$ cat src/rtl/seg_pkg.sv
// rtl/seg_pkg.sv - shared types and segment table for the 7-segment display blocks
package seg_pkg;

    typedef enum logic [1:0] {
        IDLE  = 2'd0,
        BLANK = 2'd1,
        SHOW  = 2'd2
    } state_t;

    localparam logic [7:0] SEG_OFF = 8'hFF;

    // Active-low {g,f,e,d,c,b,a}, indexed by nibble value 0..F.
    localparam logic [6:0] HEX7_TABLE [16] = '{
        7'h40, 7'h79, 7'h24, 7'h30,
        7'h19, 7'h12, 7'h02, 7'h78,
        7'h00, 7'h10, 7'h08, 7'h03,
        7'h46, 7'h21, 7'h06, 7'h0E
    };

endpackage

$ cat src/rtl/seg_scan_ctrl_hex_decode.sv
// rtl/seg_scan_ctrl_hex_decode.sv - nibble plus decimal point to active-low segment byte
module seg_hex_decode
    import seg_pkg::*;
(
    input  logic [3:0] nibble,
    input  logic       dp,
    output logic [7:0] seg
);

    assign seg = {~dp, HEX7_TABLE[nibble]};

endmodule

$ cat src/rtl/seg_scan_ctrl.sv
// rtl/seg_scan_ctrl.sv - multiplexed 7-segment scan with blanking; LZ_SUPPRESS_EN enables leading-zero suppression
module seg_scan_ctrl
    import seg_pkg::*;
#(
    parameter  int DIGITS       = 8,
    parameter  int BLANK_CYCLES = 50,
    localparam int IDXW         = $clog2(DIGITS)
) (
    input  logic                  clk50MHz_i,
    input  logic                  rst_i,
    input  logic                  scan_i,
    input  logic                  en_i,
    input  logic [4*DIGITS-1:0]   data_i,
    input  logic [DIGITS-1:0]     dp_i,
    output logic [DIGITS-1:0]     an_o,
    output logic [7:0]            seg_o,
    output logic [IDXW-1:0]       digit_o,
    output logic                  frame_o
);

    localparam int              CNTW     = $clog2(BLANK_CYCLES + 1);
    localparam logic [CNTW-1:0] CNT_LAST = CNTW'(BLANK_CYCLES - 1);
    localparam logic [IDXW-1:0] IDX_LAST = IDXW'(DIGITS - 1);

    logic s1, s2, s3;
    logic tick;

    state_t            state_q, state_n;
    logic [CNTW-1:0]   cnt_q, cnt_n;
    logic [DIGITS-1:0] an_n;
    logic [7:0]        seg_n;
    logic [IDXW-1:0]   digit_n;
    logic              frame_n;

    logic [3:0]        cur_nib;
    logic              cur_dp;
    logic [7:0]        cur_seg;
    logic              suppress;

    assign tick = s2 & ~s3;

    assign cur_nib = data_i[{digit_o, 2'b00} +: 4];
    assign cur_dp  = dp_i[digit_o];

    seg_hex_decode u_dec (
        .nibble (cur_nib),
        .dp     (cur_dp),
        .seg    (cur_seg)
    );

    // Suppression is decided from the live inputs on the edge that enters SHOW,
    // so it always matches the snapshot that gets displayed.
`ifdef LZ_SUPPRESS_EN
    assign suppress = (digit_o != '0)
                    && ((data_i >> {digit_o, 2'b00}) == '0)
                    && !cur_dp;
`else
    assign suppress = 1'b0;
`endif

    always_ff @(posedge clk50MHz_i or posedge rst_i) begin
        if (rst_i) begin
            s1 <= 1'b0;
            s2 <= 1'b0;
            s3 <= 1'b0;
        end else begin
            s1 <= scan_i;
            s2 <= s1;
            s3 <= s2;
        end
    end

    always_ff @(posedge clk50MHz_i or posedge rst_i) begin
        if (rst_i) begin
            state_q <= IDLE;
            cnt_q   <= '0;
            an_o    <= '1;
            seg_o   <= SEG_OFF;
            digit_o <= '0;
            frame_o <= 1'b0;
        end else begin
            state_q <= state_n;
            cnt_q   <= cnt_n;
            an_o    <= an_n;
            seg_o   <= seg_n;
            digit_o <= digit_n;
            frame_o <= frame_n;
        end
    end

    always_comb begin
        state_n = state_q;
        cnt_n   = cnt_q;
        an_n    = an_o;
        seg_n   = seg_o;
        digit_n = digit_o;
        frame_n = 1'b0;

        if (!en_i) begin
            state_n = IDLE;
            cnt_n   = '0;
            digit_n = '0;
            an_n    = '1;
            seg_n   = SEG_OFF;
        end else begin
            unique case (state_q)
                IDLE: begin
                    state_n = BLANK;
                    cnt_n   = '0;
                    digit_n = '0;
                    an_n    = '1;
                    seg_n   = SEG_OFF;
                end
                BLANK: begin
                    an_n  = '1;
                    seg_n = SEG_OFF;
                    if (cnt_q == CNT_LAST) begin
                        state_n = SHOW;
                        cnt_n   = '0;
                        if (!suppress) begin
                            an_n  = ~(DIGITS'(1) << digit_o);
                            seg_n = cur_seg;
                        end
                    end else begin
                        cnt_n = cnt_q + CNTW'(1);
                    end
                end
                SHOW: begin
                    // Segment/anode registers hold the entry snapshot until the tick.
                    if (tick) begin
                        state_n = BLANK;
                        cnt_n   = '0;
                        an_n    = '1;
                        seg_n   = SEG_OFF;
                        if (digit_o == IDX_LAST) begin
                            digit_n = '0;
                            frame_n = 1'b1;
                        end else begin
                            digit_n = digit_o + IDXW'(1);
                        end
                    end
                end
                default: begin
                    state_n = IDLE;
                    cnt_n   = '0;
                    digit_n = '0;
                    an_n    = '1;
                    seg_n   = SEG_OFF;
                end
            endcase
        end
    end

endmodule

$ cat config.mk
export PLATFORM = sky130hd
export DESIGN_NAME = seg_scan_ctrl
export DESIGN_NICKNAME = d
export VERILOG_FILES = /design/src/rtl/seg_pkg.sv /design/src/rtl/seg_scan_ctrl_hex_decode.sv /design/src/rtl/seg_scan_ctrl.sv
export SDC_FILE = /design/constraint.sdc
export NUM_CORES = 1
export LEC_CHECK = 0
export BUFFER_PORTS_ARGS = -buffer_cell sky130_fd_sc_hd__buf_2
export CORE_MARGIN = 3
export CORE_UTILIZATION = 37
export CTS_CLUSTER_DIAMETER = 30
export CTS_CLUSTER_SIZE = 8
export DETAILED_ROUTE_END_ITERATION = 7
export GPL_TIMING_DRIVEN = 0
export PLACE_DENSITY = 0.69
export SLEW_MARGIN = 20
export SYNTH_ARGS = -nofsm -noshare
export SYNTH_HDL_FRONTEND = slang
export SYNTH_HIERARCHICAL = 1
export SYNTH_SLANG_ARGS = --single-unit
$ cat constraint.sdc
create_clock -name clk50MHz_i -period 3.1 [get_ports clk50MHz_i]
set_clock_uncertainty 0.15 [all_clocks]
set_input_delay 0.465 -clock clk50MHz_i [delete_from_list [all_inputs] [get_ports clk50MHz_i]]
set_output_delay 0.465 -clock clk50MHz_i [all_outputs]
set_load 0.05 [all_outputs]
==> results of run 1 <==
==> power groups by stage <==
stage                     clock network (W)   logic, W  registers, W
after floorplan                           0  0.0000561      0.000421
after global placement                    0  0.0000906      0.000422
after detailed placement                  0  0.0000937      0.000422
after CTS                          0.000397  0.0000938      0.000416
after global routing               0.000416   0.000105      0.000416
final                              0.000387  0.0000924      0.000416
==> routing by layer <==
metal / routed length (µm) / vias up / GRT usage [%]
li1: - / 775 / -
met1: 1890 / 724 / 19.8
met2: 1850 / 43 / 23.6
met3: 229 / 6 / 4.46
met4: 45 / 0 / 4.27
met5: 0 / - / 0
==> per-stage QoR <==
| stage | hold WS [ns] | instances | power [W] | setup slack [ns] | util (%) |
|---|---|---|---|---|---|
| final | 0.105 | 318 | 0.000895 | 0.264 | 49.5 |
| after global routing | 0.128 | 318 | 0.000937 | 0.0438 | 49.5 |
| after CTS | 0.125 | 318 | 0.000906 | 0.244 | 49.5 |
| after detailed placement | 0.186 | 310 | 0.000516 | 0.264 | 47.2 |
| after global placement | 0.182 | 310 | 0.000513 | 0.281 | 47.2 |
| after floorplan | 0.181 | 180 | 0.000477 | 0.225 | - |
==> cells in the mapped netlist (3+ instances only) <==
cell and count:
dfrtp_1 15, ha_1 15, o22ai_1 3, mux4_2 10, inv_1 10, a21oi_1 10
clkbuf_1 3, o21ai_0 9, nand3_1 3, nand2_1 31, o22a_1 9, nor2_1 14
dfstp_2 16
==> registers in the layout (all words and copies together) (netlist names) <==
| register | flops |
|---|---|
| cnt_q | 6 |
| s3 | 1 |
| state_q | 2 |
| s2 | 1 |
| frame_o | 1 |
| s1 | 1 |
| an_o | 8 |
| seg_o | 8 |
| digit_o | 3 |
==> layout make-up <==
class	instances	area share, %
plain buffers	8	1.99
flip-flops and latches	31	33.4
multi-input cells	131	41.6
well taps	67	3.51
repair buffers	63	13.2
clock inverters	3	1.84
inverters	10	1.57
clock buffers	5	2.88
==> placed cells by master, fill, tap and decap left out, drive strengths merged, types with 2 or more instances in the layout <==
cell    Yosys  routed
a21o        2       2
a21oi      10      10
buf         5      68
clkbuf      3       8
clkinv      0       2
dfrtp      15      15
dfstp      16      16
ha         15      15
inv        10      10
mux4       10      10
nand2      31      31
nand2b      2       2
nand3       3       3
nand3b      2       2
nor2       14      14
nor2b       2       2
o21ai      11      11
o22a        9       9
o22ai       3       3
or2         2       2
==> logic make-up after synthesis <==
| family | synth area share, % |
|---|---|
| flip-flops | 42.5 |
| AND/OR/NAND/NOR | 14.8 |
| multiplexers | 13.2 |
| AO/OA/AOI/OAI | 14.2 |
| buffers and inverters | 4.54 |
| adder cells (fa/ha/maj) | 10.0 |
| XOR/XNOR | 0.935 |
==> worst paths after layout <==
kind | depth (start not counted) | to | startpoint
max | 9 | seg_o[3]$_DFFE_PP1P_ | digit_o[0]$_DFFE_PP0P_
min | 2 | cnt_q[2]$_DFFE_PP0P_ | rst_i
max reg2reg | 9 | seg_o[3]$_DFFE_PP1P_ | digit_o[0]$_DFFE_PP0P_
min reg2reg | 0 | s2$_DFF_PP0_ | s1$_DFF_PP0_
max in group asynchronous | 2 | cnt_q[0]$_DFFE_PP0P_ | rst_i
min in group clk50MHz_i | 1 | s1$_DFF_PP0_ | scan_i
==> reports/qor.txt, run 1 <==
status -> complete, no violations
Arr. time, crit path -> 2.90 ns
post-route minimum period -> 2.84 ns
critical path, cell by cell -> buf_2 > mux4_2 > nand2_1 > nand2_1 > ha_1 > or2_2 > a21oi_1 > a31oi_1 > o22a_1
area leader, netlist -> dfstp_2
Detailed Route Iter0 Violations -> 90
# DRC -> 0
Post-synth top flop -> dfstp_2
root buffer cell -> clkbuf_8
RSZ-0062 raised after global routing -> false
most used cell, CP -> nand2_1
Rows -> 25
buffer count from post-CTS setup fixing -> 0
CP Buf/Inv Count -> 1
Async S/R FF share, synth -> 100%
power density over the cells -> 375 nW/µm²
Congestion Overflow GR -> 0
Setup TNS -> 0 ns
core area -> 4820 µm²
Total GRT Usage -> 14.9%
Post-Route WL -> 4020 µm
layout cells sized above 1 -> 42.6%
number of max-cap violations -> 0
r2r setup slk -> 0.26 ns
syn nets -> 239
slowest stage cell, crit path -> mux4_2
Switching Power -> 0.000197 W
area of the mapped netlist -> 1870 µm²
die width -> 77.2 µm
Clock Power Share -> 43.3%
Area Growth Syn to Fin -> 27.3%
sequential fraction of the synthesis area -> 42.5%
post-synthesis cell count -> 180
clock latency on the worst-skew pair -> 0.28 ns
Slew HR -> 58.3%
crit path kind -> flop to flop
Peak VDD IR -> 299 µV
Setup violations, final -> 0
Reg area -> 796 µm²
Top delay family on crit path -> multiplexers
n_diodes -> 0
Yosys top cell area share -> 22.4%
Multi-input gate area -> 993 µm²
Max Fclk -> 353 MHz
CTS Sinks -> 31
synth warn -> 6
clock slew at reported path FFs -> 0.06 ns
Initial Util -> 38.9%
H-tree depth -> 2
Area contributors post-synth -> dfstp_2 22%, dfrtp_1 20%, mux4_2 12%, ha_1 10%, nand2_1 6.2%
port bufs -> 63
vias in the first global route -> 1,562
hold buffer count at CTS -> 0
CP peak stage delay -> 0.55 ns
CTS tree -> yes
CTS Buffer Depth -> 2
Worst EP required -> 3.16 ns
drt pass-1 iters -> 4
Unique masters post-synth -> 37
RePlAce Congestion -> 0.740
#FFs+latches synth -> 31
Post-DP Area -> 2270 µm²
worst slew pin tran -> 0.620 ns
sequential share of power -> 46.4%
combinational fraction of design power -> 10.3%
initial antenna violation count -> 0
cts repair resizes -> 0
Final nets -> 309
detailed placer's ending HPWL -> 3170 µm
crit start category -> flop
Fin. Hold Viols -> 0
via count -> 1,548
Leak -> 1.08 nW
Via-to-Cell Ratio -> 4.87
per-cell routed wire length -> 12.6 µm
pin count of the biggest net entering global routing -> 32
fillcell total -> 473
cell area after layout -> 2390 µm²
internal cell power -> 0.000698 W
I/O pin count -> 64
first-pass GRT wire length -> 7130 µm
crit-path max FO -> 10
Hold Crit Class -> input port to asynchronous set/reset pin
Die Y -> 77.2 µm
number of nets still failing antenna checks after routing -> 0
Crit. End Element -> flop
Final Max Tran Viols -> 0
TritonCTS buffer count -> 5
Post-synth EDFFs -> 0
sw frac -> 22.0%
Final period util -> 91.5%
DIE AREA -> 5960 µm²
synthesized area per cell -> 10.4 µm²
No activity file was read; power rests on OpenSTA's default activity.
==> run 2: changes to the inputs <==
--- a/config.mk
+++ b/config.mk
@@ -7,12 +7,12 @@
 export LEC_CHECK = 0
 export BUFFER_PORTS_ARGS = -buffer_cell sky130_fd_sc_hd__buf_2
 export CORE_MARGIN = 3
-export CORE_UTILIZATION = 37
+export CORE_UTILIZATION = 38
 export CTS_CLUSTER_DIAMETER = 30
 export CTS_CLUSTER_SIZE = 8
 export DETAILED_ROUTE_END_ITERATION = 7
 export GPL_TIMING_DRIVEN = 0
-export PLACE_DENSITY = 0.69
+export PLACE_DENSITY = 0.7
 export SLEW_MARGIN = 20
 export SYNTH_ARGS = -nofsm -noshare
 export SYNTH_HDL_FRONTEND = slang
==> reports/qor.txt, run 2 (synthesis results as in run 1) <==
CTS tree -> yes
r2r setup slk -> 0.30 ns (+0.04 ns)
CTS Sinks -> 31 (unchanged)
crit path kind -> flop to flop
buffer count from post-CTS setup fixing -> 0 (unchanged)
Total Power -> 0.000919 W (+2.6%)
core area -> 4560 µm² (-5.2%)
CP peak stage delay -> 0.54 ns (about the same)
slowest stage cell, crit path -> dfrtp_1
worst slack, placed -> 0.288 ns (+0.0235 ns)
most used cell, CP -> nand2_1
Leak -> 1.08 nW (+0.29%)
TritonCTS buffer count -> 5 (unchanged)
Rows -> 24 (-4.0%)
Max Fclk -> 357 MHz (+1.4%)
per-cell routed wire length -> 13.1 µm (+4.1%)
Area Growth Syn to Fin -> 27.4%
Fin. Hold Viols -> 0 (unchanged)
Post-Route WL -> 4150 µm (+3.4%)
layout cells sized above 1 -> 42.6% (unchanged)
drt pass-1 iters -> 4 (unchanged)
Slew HR -> 58.3% (about the same)
commonest non-fill, non-tap cell in the layout -> buf_2
pin count of the biggest net entering global routing -> 32 (unchanged)
sw frac -> 21.7% (-0.32 points)
Congestion Overflow GR -> 0 (unchanged)
clock slew at reported path FFs -> 0.07 ns (about the same)
Setup TNS -> 0 ns (unchanged)
port bufs -> 63 (unchanged)
DIE AREA -> 5810 µm² (-2.4%)
first-pass GRT wire length -> 7110 µm (-0.20%)
CTS Buffer Depth -> 2 (unchanged)
Final Max Tran Viols -> 0 (unchanged)
internal cell power -> 0.000719 W (+3.0%)
# DRC -> 0 (unchanged)
root buffer cell -> clkbuf_8
Arr. time, crit path -> 2.87 ns (-0.03 ns)
commonest cells after routing, fill and taps aside -> 65 x buf_2, 31 x nand2_1, 16 x dfstp_2, 15 x ha_1, 15 x dfrtp_1
combinational fraction of design power -> 10.2% (about the same)
Clock Power Share -> 44.6% (+1.3 points)
Final nets -> 309 (unchanged)
worst slew pin tran -> 0.625 ns (+0.00506 ns)
sequential share of power -> 45.2% (-1.2 points)
H-tree depth -> 2 (unchanged)
Worst EP required -> 3.17 ns (about the same)
via count -> 1,543 (-0.32%)
Total GRT Usage -> 14.9% (about the same)
Switching Power -> 0.000200 W (+1.2%)
detailed placer's ending HPWL -> 3270 µm (+3.1%)
biggest regs -> an_o: 8 flops, seg_o: 8 flops, cnt_q: 6 flops
Die Y -> 76.2 µm (-1.2%)
CP Buf/Inv Count -> 2 (+1)
Setup violations, final -> 0 (unchanged)
hold buffer count at CTS -> 0 (unchanged)
cts repair resizes -> 0 (unchanged)
Via-to-Cell Ratio -> 4.88 (+0.31%)
Top delay family on crit path -> flip-flops
Initial Util -> 41.1% (+2.2 points)
fillcell total -> 450 (-4.9%)
vias in the first global route -> 1,554 (-0.51%)
crit start category -> flop
Final period util -> 90.3% (-1.2 points)
post-route minimum period -> 2.80 ns (-0.0381 ns)
n_diodes -> 0 (unchanged)
die width -> 76.2 µm (-1.2%)
critical path, cell by cell -> buf_2 > mux4_2 > nand2_1 > nand2_1 > inv_1 > ha_1 > nand2_1 > a21oi_1 > a31oi_1 > o22a_1
initial antenna violation count -> 0 (unchanged)
number of nets still failing antenna checks after routing -> 0 (unchanged)
I/O pin count -> 64 (unchanged)
crit-path max FO -> 10 (unchanged)
Detailed Route Iter0 Violations -> 67 (-26%)
Setup WS post-layout -> 0.302 ns (+0.0381 ns)
power density over the cells -> 385 nW/µm² (+2.5%)
status -> complete, no violations
Peak VDD IR -> 200 µV (-33%)
RePlAce Congestion -> 0.773 (+4.4%)
clock latency on the worst-skew pair -> 0.28 ns (about the same)
Crit. End Element -> flop
number of max-cap violations -> 0 (unchanged)
Hold Crit Class -> input port to asynchronous set/reset pin
RSZ-0062 raised after global routing -> false
## run 2: through the flow
step                instances  util (%)  instance area (µm²)  hold slack [ns]
floorplan                 180         -                 1870            0.181
global placement          308      49.8                 2270            0.182
detailed placement        308      49.8                 2270            0.186
CTS                       316      52.3                 2390            0.129
global route              316      52.3                 2390            0.128
finish                    316      52.3                 2390            0.110
## run 2: final timing paths
check | from | end | cells past startpoint
worst max-delay path | digit_o[0]$_DFFE_PP0P_ | seg_o[3]$_DFFE_PP1P_ | 10
worst min-delay path | rst_i | cnt_q[4]$_DFFE_PP0P_ | 2
worst max register to register | digit_o[0]$_DFFE_PP0P_ | seg_o[3]$_DFFE_PP1P_ | 10
worst min register to register | s1$_DFF_PP0_ | s2$_DFF_PP0_ | 0
max in group asynchronous | rst_i | cnt_q[5]$_DFFE_PP0P_ | 2
min in group clk50MHz_i | scan_i | s1$_DFF_PP0_ | 1
## run 2: power by group through the flow
stage / combinational (W) / sequential, W / clock [W]
detailed placement: 0.0000949 / 0.000422 / 0
global placement: 0.0000910 / 0.000422 / 0
finish: 0.0000936 / 0.000416 / 0.000410
CTS: 0.0000950 / 0.000416 / 0.000418
global route: 0.000106 / 0.000416 / 0.000440
floorplan: 0.0000561 / 0.000421 / 0
## run 2: area by class of cell
type | instances | area [µm²] | area share, %
Tap cell | 65 | 81.3 | 3.40
Clock inverter | 2 | 35.0 | 1.47
Buffer | 8 | 47.5 | 1.99
Sequential cell | 31 | 796 | 33.3
Multi-Input combinational cell | 131 | 993 | 41.6
Timing Repair Buffer | 63 | 315 | 13.2
Inverter | 10 | 37.5 | 1.57
Clock buffer | 6 | 82.6 | 3.46
## run 2: per-layer routing
metal  up-vias  global-route usage [%]  wire length [µm]
met5         -                       0                 0
met4         0                    5.07                61
met3         7                    3.78               249
met2        45                    23.7              1990
met1       723                    19.8              1860
li1        768                       -                 -
## run 2: worst register-to-register path: cells and delay by family (launching register included)
kind            cells  cell delay, ns
buf+inv             2            0.52
simple gates        3            0.32
mux                 1            0.55
compound gates      3            0.42
flops               1            0.54
fa+ha+maj           1            0.24
